--- config.mk ---
export PLATFORM = sky130hd
export DESIGN_NAME = stage_sequencer_flat
export DESIGN_NICKNAME = d
export VERILOG_FILES = /design/src/rtl/stage_sequencer_if.sv /design/src/rtl/stage_sequencer.sv /design/src/flat_wrapper.sv
export SDC_FILE = /design/constraint.sdc
export NUM_CORES = 1
export LEC_CHECK = 0
export CAP_MARGIN = 25
export CORE_MARGIN = 2
export CORE_UTILIZATION = 45
export DETAILED_ROUTE_END_ITERATION = 10
export GPL_ROUTABILITY_DRIVEN = 0
export PLACE_DENSITY = 0.83
export SLEW_MARGIN = 10
export SYNTH_ARGS = -nofsm -noshare
export SYNTH_HDL_FRONTEND = slang
export SYNTH_SLANG_ARGS = --single-unit
--- constraint.sdc ---
create_clock -name clk -period 1.7 [get_ports clk]
set_clock_uncertainty 0.1 [all_clocks]
set_input_delay 0.34 -clock clk [delete_from_list [all_inputs] [get_ports clk]]
set_output_delay 0.34 -clock clk [all_outputs]
set_load 0.1 [all_outputs]
--- src/rtl/stage_sequencer_if.sv ---
// Request/status bundle between a run requester and stage_sequencer.
// master: the requester side. slave: the sequencer.
interface stage_sequencer_if #(
  parameter int INTERVAL_W = 4
);
  logic                  req_valid;
  logic [INTERVAL_W-1:0] req_interval;
  logic                  req_ready;
  logic                  start;
  logic                  shift;
  logic                  done;
  logic                  busy;
  logic [3:0]            stage_idx;

  modport master (
    output req_valid, req_interval,
    input  req_ready, start, shift, done, busy, stage_idx
  );

  modport slave (
    input  req_valid, req_interval,
    output req_ready, start, shift, done, busy, stage_idx
  );
endinterface

--- src/rtl/stage_sequencer.sv ---
// stage_sequencer: on an accepted request, emits one start pulse, then
// NUM_STAGES shift pulses spaced req_interval+1 cycles apart, then a done
// pulse. The wait between shifts is a down-counter loaded from the latched
// interval.
// Optional feature: define STAGE_SEQ_ABORT_EN to add an abort input that
// drops any active run back to IDLE and an aborted status pulse.
//
// state   | meaning
// --------+-----------------------------------------------------------
// S_IDLE  | ready for a request; req_ready high
// S_START | start pulse; stage index cleared, wait counter loaded
// S_WAIT  | counting down the idle gap before the next shift
// S_SHIFT | shift pulse; stage index advances
// S_DONE  | done pulse after the final shift
module stage_sequencer #(
  parameter int NUM_STAGES = 6,
  parameter int INTERVAL_W = 4
) (
  input  logic clk,
  input  logic rst,
  stage_sequencer_if.slave bus
`ifdef STAGE_SEQ_ABORT_EN
  ,
  input  logic abort,
  output logic aborted
`endif
);

  typedef enum logic [2:0] {
    S_IDLE  = 3'd0,
    S_START = 3'd1,
    S_WAIT  = 3'd2,
    S_SHIFT = 3'd3,
    S_DONE  = 3'd4
  } state_t;

  localparam logic [3:0]            LAST_IDX = 4'(NUM_STAGES);
  localparam logic [INTERVAL_W-1:0] CNT_ONE  = INTERVAL_W'(1);

  state_t                state_q, state_d;
  logic [INTERVAL_W-1:0] cnt_q, cnt_d;
  logic [INTERVAL_W-1:0] interval_q, interval_d;
  logic [3:0]            stage_idx_q, stage_idx_d;

  logic accept;
  logic last_shift;
  logic interval_zero;
  logic abort_hit;

  assign accept        = (state_q == S_IDLE) && bus.req_valid;
  assign last_shift    = (stage_idx_q + 4'd1) == LAST_IDX;
  assign interval_zero = (interval_q == '0);

`ifdef STAGE_SEQ_ABORT_EN
  logic aborted_q, aborted_d;

  // abort only matters while a run is in progress
  assign abort_hit = abort && (state_q != S_IDLE);
  assign aborted_d = abort_hit;
  assign aborted   = aborted_q;

  // aborted status pulse, one cycle after the abort edge
  always_ff @(posedge clk or negedge rst) begin
    if (!rst) begin
      aborted_q <= 1'b0;
    end else begin
      aborted_q <= aborted_d;
    end
  end
`else
  assign abort_hit = 1'b0;
`endif

  // state register
  always_ff @(posedge clk or negedge rst) begin
    if (!rst) begin
      state_q <= S_IDLE;
    end else begin
      state_q <= state_d;
    end
  end

  // next-state decode
  always_comb begin
    state_d = state_q;
    case (state_q)
      S_IDLE: begin
        if (accept) begin
          state_d = S_START;
        end
      end
      S_START: begin
        state_d = interval_zero ? S_SHIFT : S_WAIT;
      end
      S_WAIT: begin
        if (cnt_q == CNT_ONE) begin
          state_d = S_SHIFT;
        end
      end
      S_SHIFT: begin
        if (last_shift) begin
          state_d = S_DONE;
        end else begin
          state_d = interval_zero ? S_SHIFT : S_WAIT;
        end
      end
      S_DONE: begin
        state_d = S_IDLE;
      end
      default: begin
        state_d = S_IDLE;
      end
    endcase
    if (abort_hit) begin
      state_d = S_IDLE;
    end
  end

  // counter, latched interval and stage index registers
  always_ff @(posedge clk or negedge rst) begin
    if (!rst) begin
      cnt_q       <= '0;
      interval_q  <= '0;
      stage_idx_q <= '0;
    end else begin
      cnt_q       <= cnt_d;
      interval_q  <= interval_d;
      stage_idx_q <= stage_idx_d;
    end
  end

  // datapath updates; the interval is captured only on acceptance so a
  // changing req_interval cannot disturb a run in progress
  always_comb begin
    cnt_d       = cnt_q;
    interval_d  = interval_q;
    stage_idx_d = stage_idx_q;
    if (accept) begin
      interval_d = bus.req_interval;
    end
    case (state_q)
      S_START: begin
        cnt_d       = interval_q;
        stage_idx_d = '0;
      end
      S_WAIT: begin
        cnt_d = cnt_q - CNT_ONE;
      end
      S_SHIFT: begin
        cnt_d       = interval_q;
        stage_idx_d = stage_idx_q + 4'd1;
      end
      default: begin
        cnt_d = cnt_q;
      end
    endcase
    // an aborted run keeps the stage count it reached
    if (abort_hit) begin
      cnt_d       = '0;
      stage_idx_d = stage_idx_q;
    end
  end

  // outputs decoded from the registered state only
  always_comb begin
    bus.req_ready = (state_q == S_IDLE);
    bus.busy      = (state_q != S_IDLE);
    bus.start     = (state_q == S_START);
    bus.shift     = (state_q == S_SHIFT);
    bus.done      = (state_q == S_DONE);
    bus.stage_idx = stage_idx_q;
  end

endmodule

--- src/flat_wrapper.sv ---
// flat-port wrapper written by rule: the top's interface ports become plain ports
module stage_sequencer_flat 
#(
  parameter int NUM_STAGES = 6,
  parameter int INTERVAL_W = 4
)
  (clk, rst, bus_req_valid, bus_req_interval, bus_req_ready, bus_start, bus_shift, bus_done, bus_busy, bus_stage_idx);
  stage_sequencer_if #(.INTERVAL_W(INTERVAL_W)) bus_i ();
  input  logic clk;
  input  logic rst;
  input wire logic [$bits(bus_i.req_valid)-1:0] bus_req_valid;
  input wire logic [$bits(bus_i.req_interval)-1:0] bus_req_interval;
  output wire logic [$bits(bus_i.req_ready)-1:0] bus_req_ready;
  output wire logic [$bits(bus_i.start)-1:0] bus_start;
  output wire logic [$bits(bus_i.shift)-1:0] bus_shift;
  output wire logic [$bits(bus_i.done)-1:0] bus_done;
  output wire logic [$bits(bus_i.busy)-1:0] bus_busy;
  output wire logic [$bits(bus_i.stage_idx)-1:0] bus_stage_idx;
  assign bus_i.req_valid = bus_req_valid;
  assign bus_i.req_interval = bus_req_interval;
  assign bus_req_ready = bus_i.req_ready;
  assign bus_start = bus_i.start;
  assign bus_shift = bus_i.shift;
  assign bus_done = bus_i.done;
  assign bus_busy = bus_i.busy;
  assign bus_stage_idx = bus_i.stage_idx;
  stage_sequencer #(.NUM_STAGES(NUM_STAGES), .INTERVAL_W(INTERVAL_W)) u_core (.clk(clk), .rst(rst), .bus(bus_i));
endmodule
Yosys cells after proc, flatten, opt, wreduce, memory -nomap -nowiden:

Index checks and enable logic that the tools add are counted.
W data, S select, Z words.

* bits of input ports: 7
* register bits after elaboration: 15

* muxes and demuxes: 7
* add/sub/neg operators: 2
* equality and inequality tests: 8
* reductions and logical operators: 8

Operators by type and width (count)
* $pmux W4 S2: 2
* $pmux W3 S4: 1
* $mux W3: 3
* $eq A3 B2 Y1 const B: 2
* $add A4 B1 Y4 const B: 1
* $eq A4 B1 Y1 const B: 1
* $eq A4 B3 Y1 const B: 1
* $logic_not A4 Y1: 1
* $ne A2 B1 Y1 const B: 2
* $reduce_bool A2 Y1: 2
* $sub A4 B1 Y4 const B: 1
* $eq A3 B1 Y1 const B: 1
* $eq A3 B3 Y1 const B: 1
* $logic_not A3 Y1: 1
* $reduce_bool A3 Y1: 1
* $reduce_and A2 Y1: 1
* $reduce_or A2 Y1: 1
* $logic_and A1 B1 Y1: 1
* $mux W1: 1

Logic depth before layout (Yosys ltp):

Gate-level depths: netlist (run 1).

* depth in word-level cells: 4
* depth in mapped cells: 5
* depth with buffers taken out: 5

Worst setup path after synthesis (run 1):

Ideal clock, no wire load.

* path kind: register to output
* from: register u_core.state_q[2]
* to: output bus_done
* required time: 1.260 ns
* arrival: 2.829 ns
* stages on the path, launching flop included: 3
* setup slack: -1.569 ns
* path through: dfrtp_1 clkbuf_1 nor3b_1

* longest elaborated chain between the ends: 1

Ends and longest elaborated chain
* start: declaration: line stage_sequencer.sv:40 `state_t state_q, state_d;`
* start signal: assignment: line stage_sequencer.sv:79 `state_q <= state_d;`
* $eq A3 B3 Y1: line stage_sequencer.sv:170 `bus.done = (state_q == S_DONE);`
* end: declaration: line flat_wrapper.sv:16 `output wire logic [$bits(bus_i.done)-1:0] bus_done;`

Every way passes these cells.

Worst setup path in the final report (run 1):

* from: register u_core.state_q[2]
* to: output bus_req_ready

* longest elaborated chain between the ends: 1

Ends and longest elaborated chain
* $logic_not A3 Y1: line stage_sequencer.sv:166 `bus.req_ready = (state_q == S_IDLE);`
* end: declaration: line flat_wrapper.sv:13 `output wire logic [$bits(bus_i.req_ready)-1:0] bus_req_ready;`

Every way passes these cells.

==> run metrics, run 1 <==
setup violators final=5; Die X=48.4 µm; Hold Fails Final Rpt=0; Clk Latency, worst-skew pair=0.30 ns; Core Region=1900 µm²; Critical Path End Type=primary output; Clk network pwr share=7.9%; Peak Freq=0.540 GHz; LEAKAGE=0.575 nW; CTS Buffer Depth=2; antenna viol nets, final=0; slew margin rel.=70.4%; io pins=16; final wirelength=1.99 mm; share of layout cells above drive strength 1=between 40% and 50%; register area=385 µm²; top-count cell post-synth=dfrtp_1; Sw Share=47.4%; Synth top cells by count=dfrtp_1, o21ai_0, nor2_1; fill cell count=between 100 and 150; sequential area share after synthesis=about 42%; # Max-Cap Violations=0; RSZ-0062 raised after global routing=yes; hold crit path type=primary input to async pin; Placed Area=~1200 µm²; ys flop type=dfrtp_1; critical path peak fanout=3; synthesized area=887 µm²; post-route setup TNS=-0.467 ns; WL/cell=13.9 µm; Die Y=slightly below 50 µm; largest net degree at the start of global routing=16; internal power=1.44 mW; number of remaining DRC errors=0; combinational power share=65.2%; Pins Over Slew Limit=0; Initial Utilization=between 40% and 50%; Root Buffer=clkbuf_4; Crit Path Class=flop to primary output; Final Instance Area=1370 µm²; FF+latch count, synth=15; Synth Area per Inst=10.2 µm²; TritonCTS clock tree=built; Num CTS Buffers=3; placed cells=130; Post-synth EDFFs=0; fin crit share=109%; async set or reset register ratio after synthesis=100%; TritonRoute pass-1 iters=3; Synth area leaders=dfrtp_1, mux2_4, ha_1; final worst slack=-0.153 ns; Synth cell types=35; CP Launch Type=flop; antenna violations before repair=0; FP Rows=16; critical path startpoint=u_core.state_q[2]; min Tclk post-route=1.85 ns; Final Net Count=128; Reg clk slew, reported paths=0.11 ns; Finished Layout Cells=143; Multi-input gate area=523 µm²; Flop pwr share=26.9%; Syn Inst Count=87; P per Cell Area=roughly 2000 nW/µm²; Max VDD drop=1590 µV; GRT Util Overall=between 10% and 20%; Vias per Instance=a little over 5; slew of the pin with the lowest slew margin=between 0.4 and 0.5 ns; area delta synth->final=54.3%; DRT iter0 DRCs=7; number of diodes=0; PortBufs=15; critical path data arrival time=1.41 ns; die area=between 2000 and 2500 µm²; outcome=finished, violations left; area leader, netlist=dfrtp_1; synthesis warning total=0; Sw Pwr=1.30 mW; first-pass GRT wire length=3.45 mm; r2r startpoint=u_core.state_q[2]; Sink Count=15; CTS H-tree lvls=1; Final HPWL DP=1.41 mm; worst endpoint required time=1.26 ns; post-synth top area share=between 40% and 50%; vias in the first global route=754; failing checks=negative setup slack; Syn Nets=98; total gr overflow=0; Vias=about 740
## cell usage in the layout, fill, tap and decap left out, types with 2 or more instances in the layout
| cell type | count |
|---|---|
| mux2_4 | 4 |
| a21oi_1 | 2 |
| o21bai_1 | 3 |
| dfrtp_2 | 2 |
| dfrtp_4 | 2 |
| clkdlybuf4s50_1 | 6 |
| a2bb2oi_1 | 2 |
| inv_1 | 4 |
| o21ai_0 | 8 |
| clkbuf_4 | 3 |
| buf_4 | 11 |
| buf_12 | 10 |
| buf_6 | 2 |
| nand2_1 | 5 |
| nor2_4 | 2 |
| nand3_1 | 3 |
| nor2_1 | 4 |
| dfrtp_1 | 11 |
| nand2b_1 | 3 |
| nor4b_1 | 2 |
| ha_1 | 3 |
## critical path, cell delays in order (launching register included)
cell	delay, ns
dfrtp_1	0.41
or3_4	0.46
inv_12	0.08
buf_12	0.16
## cells by family after synthesis
logic type | after synthesis | synth area share (%)
AO/OA/AOI/OAI | 25 | 19.7
adder cells (fa/ha/maj) | 4 | 5.64
buffers and inverters | 9 | 4.23
flip-flops | 15 | 42.3
multiplexers | 6 | 9.17
AND/OR/NAND/NOR | 28 | 18.9
## registers in the layout, summed over array words and instances, names as in the netlist
name	flops
u_core.interval_q	4
u_core.bus.stage_idx	4
u_core.state_q	3
u_core.cnt_q	4
## path summary, 6_finish.rpt
path | depth (start not counted) | end | slack [ns]
setup / recovery | 3 | bus_req_ready | -0.15
hold / removal | 2 | u_core.cnt_q[0] | 0.24
setup reg to reg | 4 | u_core.interval_q[3] | 0.04
hold reg to reg | 2 | u_core.cnt_q[1] | 0.45
max in group asynchronous | 2 | u_core.bus.stage_idx[1] | 1.06
min in group clk | 2 | u_core.cnt_q[1] | 0.45
## power by group through the flow
stage	combinational, mW	sequential (mW)	clock, mW
after floorplan	0.947	0.916	0
after global placement	1.58	0.730	0
after detailed placement	1.62	0.734	0
after CTS	1.68	0.737	0.225
after global routing	1.91	0.763	0.246
final	1.78	0.735	0.217
## per-layer routing
metal	track usage, %	vias up	share of wire (%)
li1	-	373	-
met1	22.8	354	43
met2	33.6	14	52
met3	8.02	0	4.9
met4	3.33	0	0
met5	0	-	0
## per-stage QoR
step	total power, mW	hold WS (ns)	setup WS [ns]	utilization, %
3_5_place_dp	2.35	0.438	0.0884	65.4
6_report	2.73	0.242	-0.153	72.0
2_1_floorplan	1.86	-0.0556	-0.220	-
3_3_place_gp	2.31	0.403	0.127	65.4
4_1_cts	2.64	0.240	-0.147	69.1
5_1_grt	2.92	0.248	-0.196	72.0
## area by class of cell
class | instances | share of cell area (%)
clock buffer | 3 | 1.65
clock inverter | 1 | 0.548
timing repair buffer | 29 | 26.7
tap | 27 | 2.47
multi-input combinational | 63 | 38.2
sequential | 15 | 28.2
inverter | 5 | 2.29
## repair_timing
item | 4_1_cts | 5_1_grt
setup buffers | 4 | 5
endpoints found under the setup margin | 5 | 5
hold buffers | 0 | 0
pin swaps | 1 | 2
gates resized for setup | 3 | 1
(Power assumes the default switching activity.)
==> run 2, diff against run 1 <==
Settings changed: CORE_MARGIN 2 to unset.
==> run 2 against run 1 <==
The run still ends with negative setup slack left. Register-to-register slack gained 0.05 ns. Global-route usage rose by 2.0 points. Via count down 1.3%. Core utilization about the same. Sequential share of layout area rose by 2.0 points. Cell area decreased by 6.3%. Power is 4.5% lower. Maximum frequency grew 2.1%. Clock power down 4%. Critical endpoint unchanged. Critical path type unchanged. Worst hold slack improved by 0.019 ns. Combinational power down 6%. Critical path depth is the same.
==> run metrics, run 2 (same netlist as run 1, synthesis figures left out) <==
outcome=finished, violations left; CP Launch Type=flop; most frequent cells in the layout=dfrtp_1, buf_12, o21ai_0; WL/cell=14.5 µm (+4.0%); Initial Utilization=49.8% (+3.1 points); total power=2.61 mW (-4.5%); combinational power share=64.1% (-1.1 points); TritonRoute pass-1 iters=4 (+1); critical path startpoint=u_core.state_q[2]; min Tclk post-route=1.81 ns (-0.0385 ns); Core Region=1780 µm² (-6.2%); final wirelength=1.93 mm (-3.3%); largest net degree at the start of global routing=16 (unchanged); LEAKAGE=0.529 nW (-8.1%); first-pass GRT wire length=3.18 mm (-7.8%); RSZ-0062 raised after global routing=yes; CTS Buffer Depth=2 (unchanged); fin crit share=107% (-2.3 points); slew margin rel.=72.3% (+1.9 points); setup violators final=5 (unchanged); Hold Fails Final Rpt=0 (unchanged); Num CTS Buffers=3 (unchanged); Die Y=46.4 µm (-4.1%); Final HPWL DP=1.43 mm (+2.0%); final worst slack=-0.115 ns (+0.0385 ns); Vias per Instance=5.50 (+6.1%); Largest stage delay, worst path=0.45 ns (about the same); critical path data arrival time=1.37 ns (-0.04 ns); fin util=71.9% (about the same); placed cells=128 (-1.5%); die area=2150 µm² (-8.1%); Final Net Count=120 (-6.3%); Sw Share=48.3% (+0.86 points); Peak Freq=0.551 GHz (+2.1%); Critical Path, Cell by Cell=or3_4 > inv_12 > buf_12; met1 WL=850 µm (-1.8%); antenna violations before repair=0 (unchanged); commonest non-fill, non-tap cell in the layout=dfrtp_1; slew of the pin with the lowest slew margin=0.410 ns (-0.0282 ns); top layer in use=met4; register area=387 µm² (+0.32%); Post-CTS Hold Buffers=0 (unchanged); Root Buffer=clkbuf_4; P per Cell Area=2040 nW/µm² (+1.9%); DRT iter0 DRCs=13 (+6); Pins Over Slew Limit=0 (unchanged); antenna viol nets, final=0 (unchanged); Crit Path Class=flop to primary output; area delta synth->final=44.6%; Flop pwr share=28.0% (+1.1 points); Sw Pwr=1.26 mW (-2.8%); r2r startpoint=u_core.state_q[2]; Die X=46.4 µm (-4.1%); Sink Count=15 (unchanged); Multi-input gate area=518 µm² (-0.96%); # Max-Cap Violations=0 (unchanged); fill cell count=120 (-11%); slowest CP cell=or3_4; critical path peak fanout=3 (unchanged); Vias=731 (-1.3%); share of layout cells above drive strength 1=36.1% (-4.4 points); internal power=1.35 mW (-6.1%); Max VDD drop=1940 µV (+22%); Clk network pwr share=8.0% (about the same); Clk Latency, worst-skew pair=0.29 ns (about the same); PortBufs=15 (unchanged); DR WL met3=74 µm (-24%); number of remaining DRC errors=0 (unchanged); Reg clk slew, reported paths=0.09 ns (-0.02 ns); io pins=16 (unchanged); CTS H-tree lvls=1 (unchanged); failing checks=negative setup slack; vias in the first global route=700 (-7.2%); Critical Path End Type=primary output; number of diodes=0 (unchanged); TritonCTS clock tree=built; met2 wire length=992 µm (-3.4%); GRT Util Overall=21.3% (+2.0 points); FP Rows=15 (-1); total gr overflow=0 (unchanged); Finished Layout Cells=133 (-7.0%); hold crit path type=primary input to async pin; worst endpoint required time=1.26 ns (about the same)
## run 2: path summary, 6_finish.rpt
kind / endpoint / slack (ns) / cells after the start
worst max-delay path: bus_req_ready / -0.11 / 3
worst min-delay path: u_core.bus.stage_idx[0] / 0.26 / 2
worst max register to register: u_core.interval_q[0] / 0.09 / 4
worst min register to register: u_core.cnt_q[1] / 0.42 / 2
max in group asynchronous: u_core.bus.stage_idx[1] / 1.05 / 2
min in group clk: u_core.cnt_q[1] / 0.42 / 2
## run 2: worst max-delay path: cells and delay by family (launching register included)
kind | cells | cell delay (ns)
buf+inv | 2 | 0.23
flops | 1 | 0.40
simple gates | 1 | 0.45
## run 2: routing by layer
metal	vias to the layer above	track usage [%]
met3	2	6.27
met2	17	36.7
met1	356	25.7
met5	-	0
li1	356	-
met4	0	5.29
## run 2: layout make-up
| type | count | share of cell area (%) |
|---|---|---|
| Inverter | 5 | 2.44 |
| Multi-Input combinational cell | 63 | 40.4 |
| Clock buffer | 4 | 2.05 |
| Timing Repair Buffer | 21 | 22.5 |
| Tap cell | 25 | 2.44 |
| Sequential cell | 15 | 30.1 |
## run 2: through the flow
stage	setup slack [ns]	hold WS, ns	instance area [µm²]	TNS [ns]
5_1_grt	-0.161	0.274	1280	-0.673
3_3_place_gp	0.116	0.400	1240	0
2_1_floorplan	-0.220	-0.0556	951	-0.885
4_1_cts	-0.131	0.261	1280	-0.514
6_report	-0.115	0.260	1280	-0.420
3_5_place_dp	0.102	0.402	1240	0
## run 2: power by group through the flow
stage	Combinational (mW)	Clock [mW]	Sequential [mW]
after global placement	1.60	0	0.721
final	1.67	0.208	0.730
after CTS	1.67	0.216	0.724
after floorplan	0.947	0	0.916
after detailed placement	1.65	0	0.725
after global routing	1.78	0.235	0.751
## run 2: timing repair
| action | 4_1_cts | 5_1_grt |
|---|---|---|
| resized for setup | 1 | 2 |
| buffers inserted | 1 | 0 |
| pin swaps | 0 | 1 |
| setup endpoints to repair | 5 | 5 |
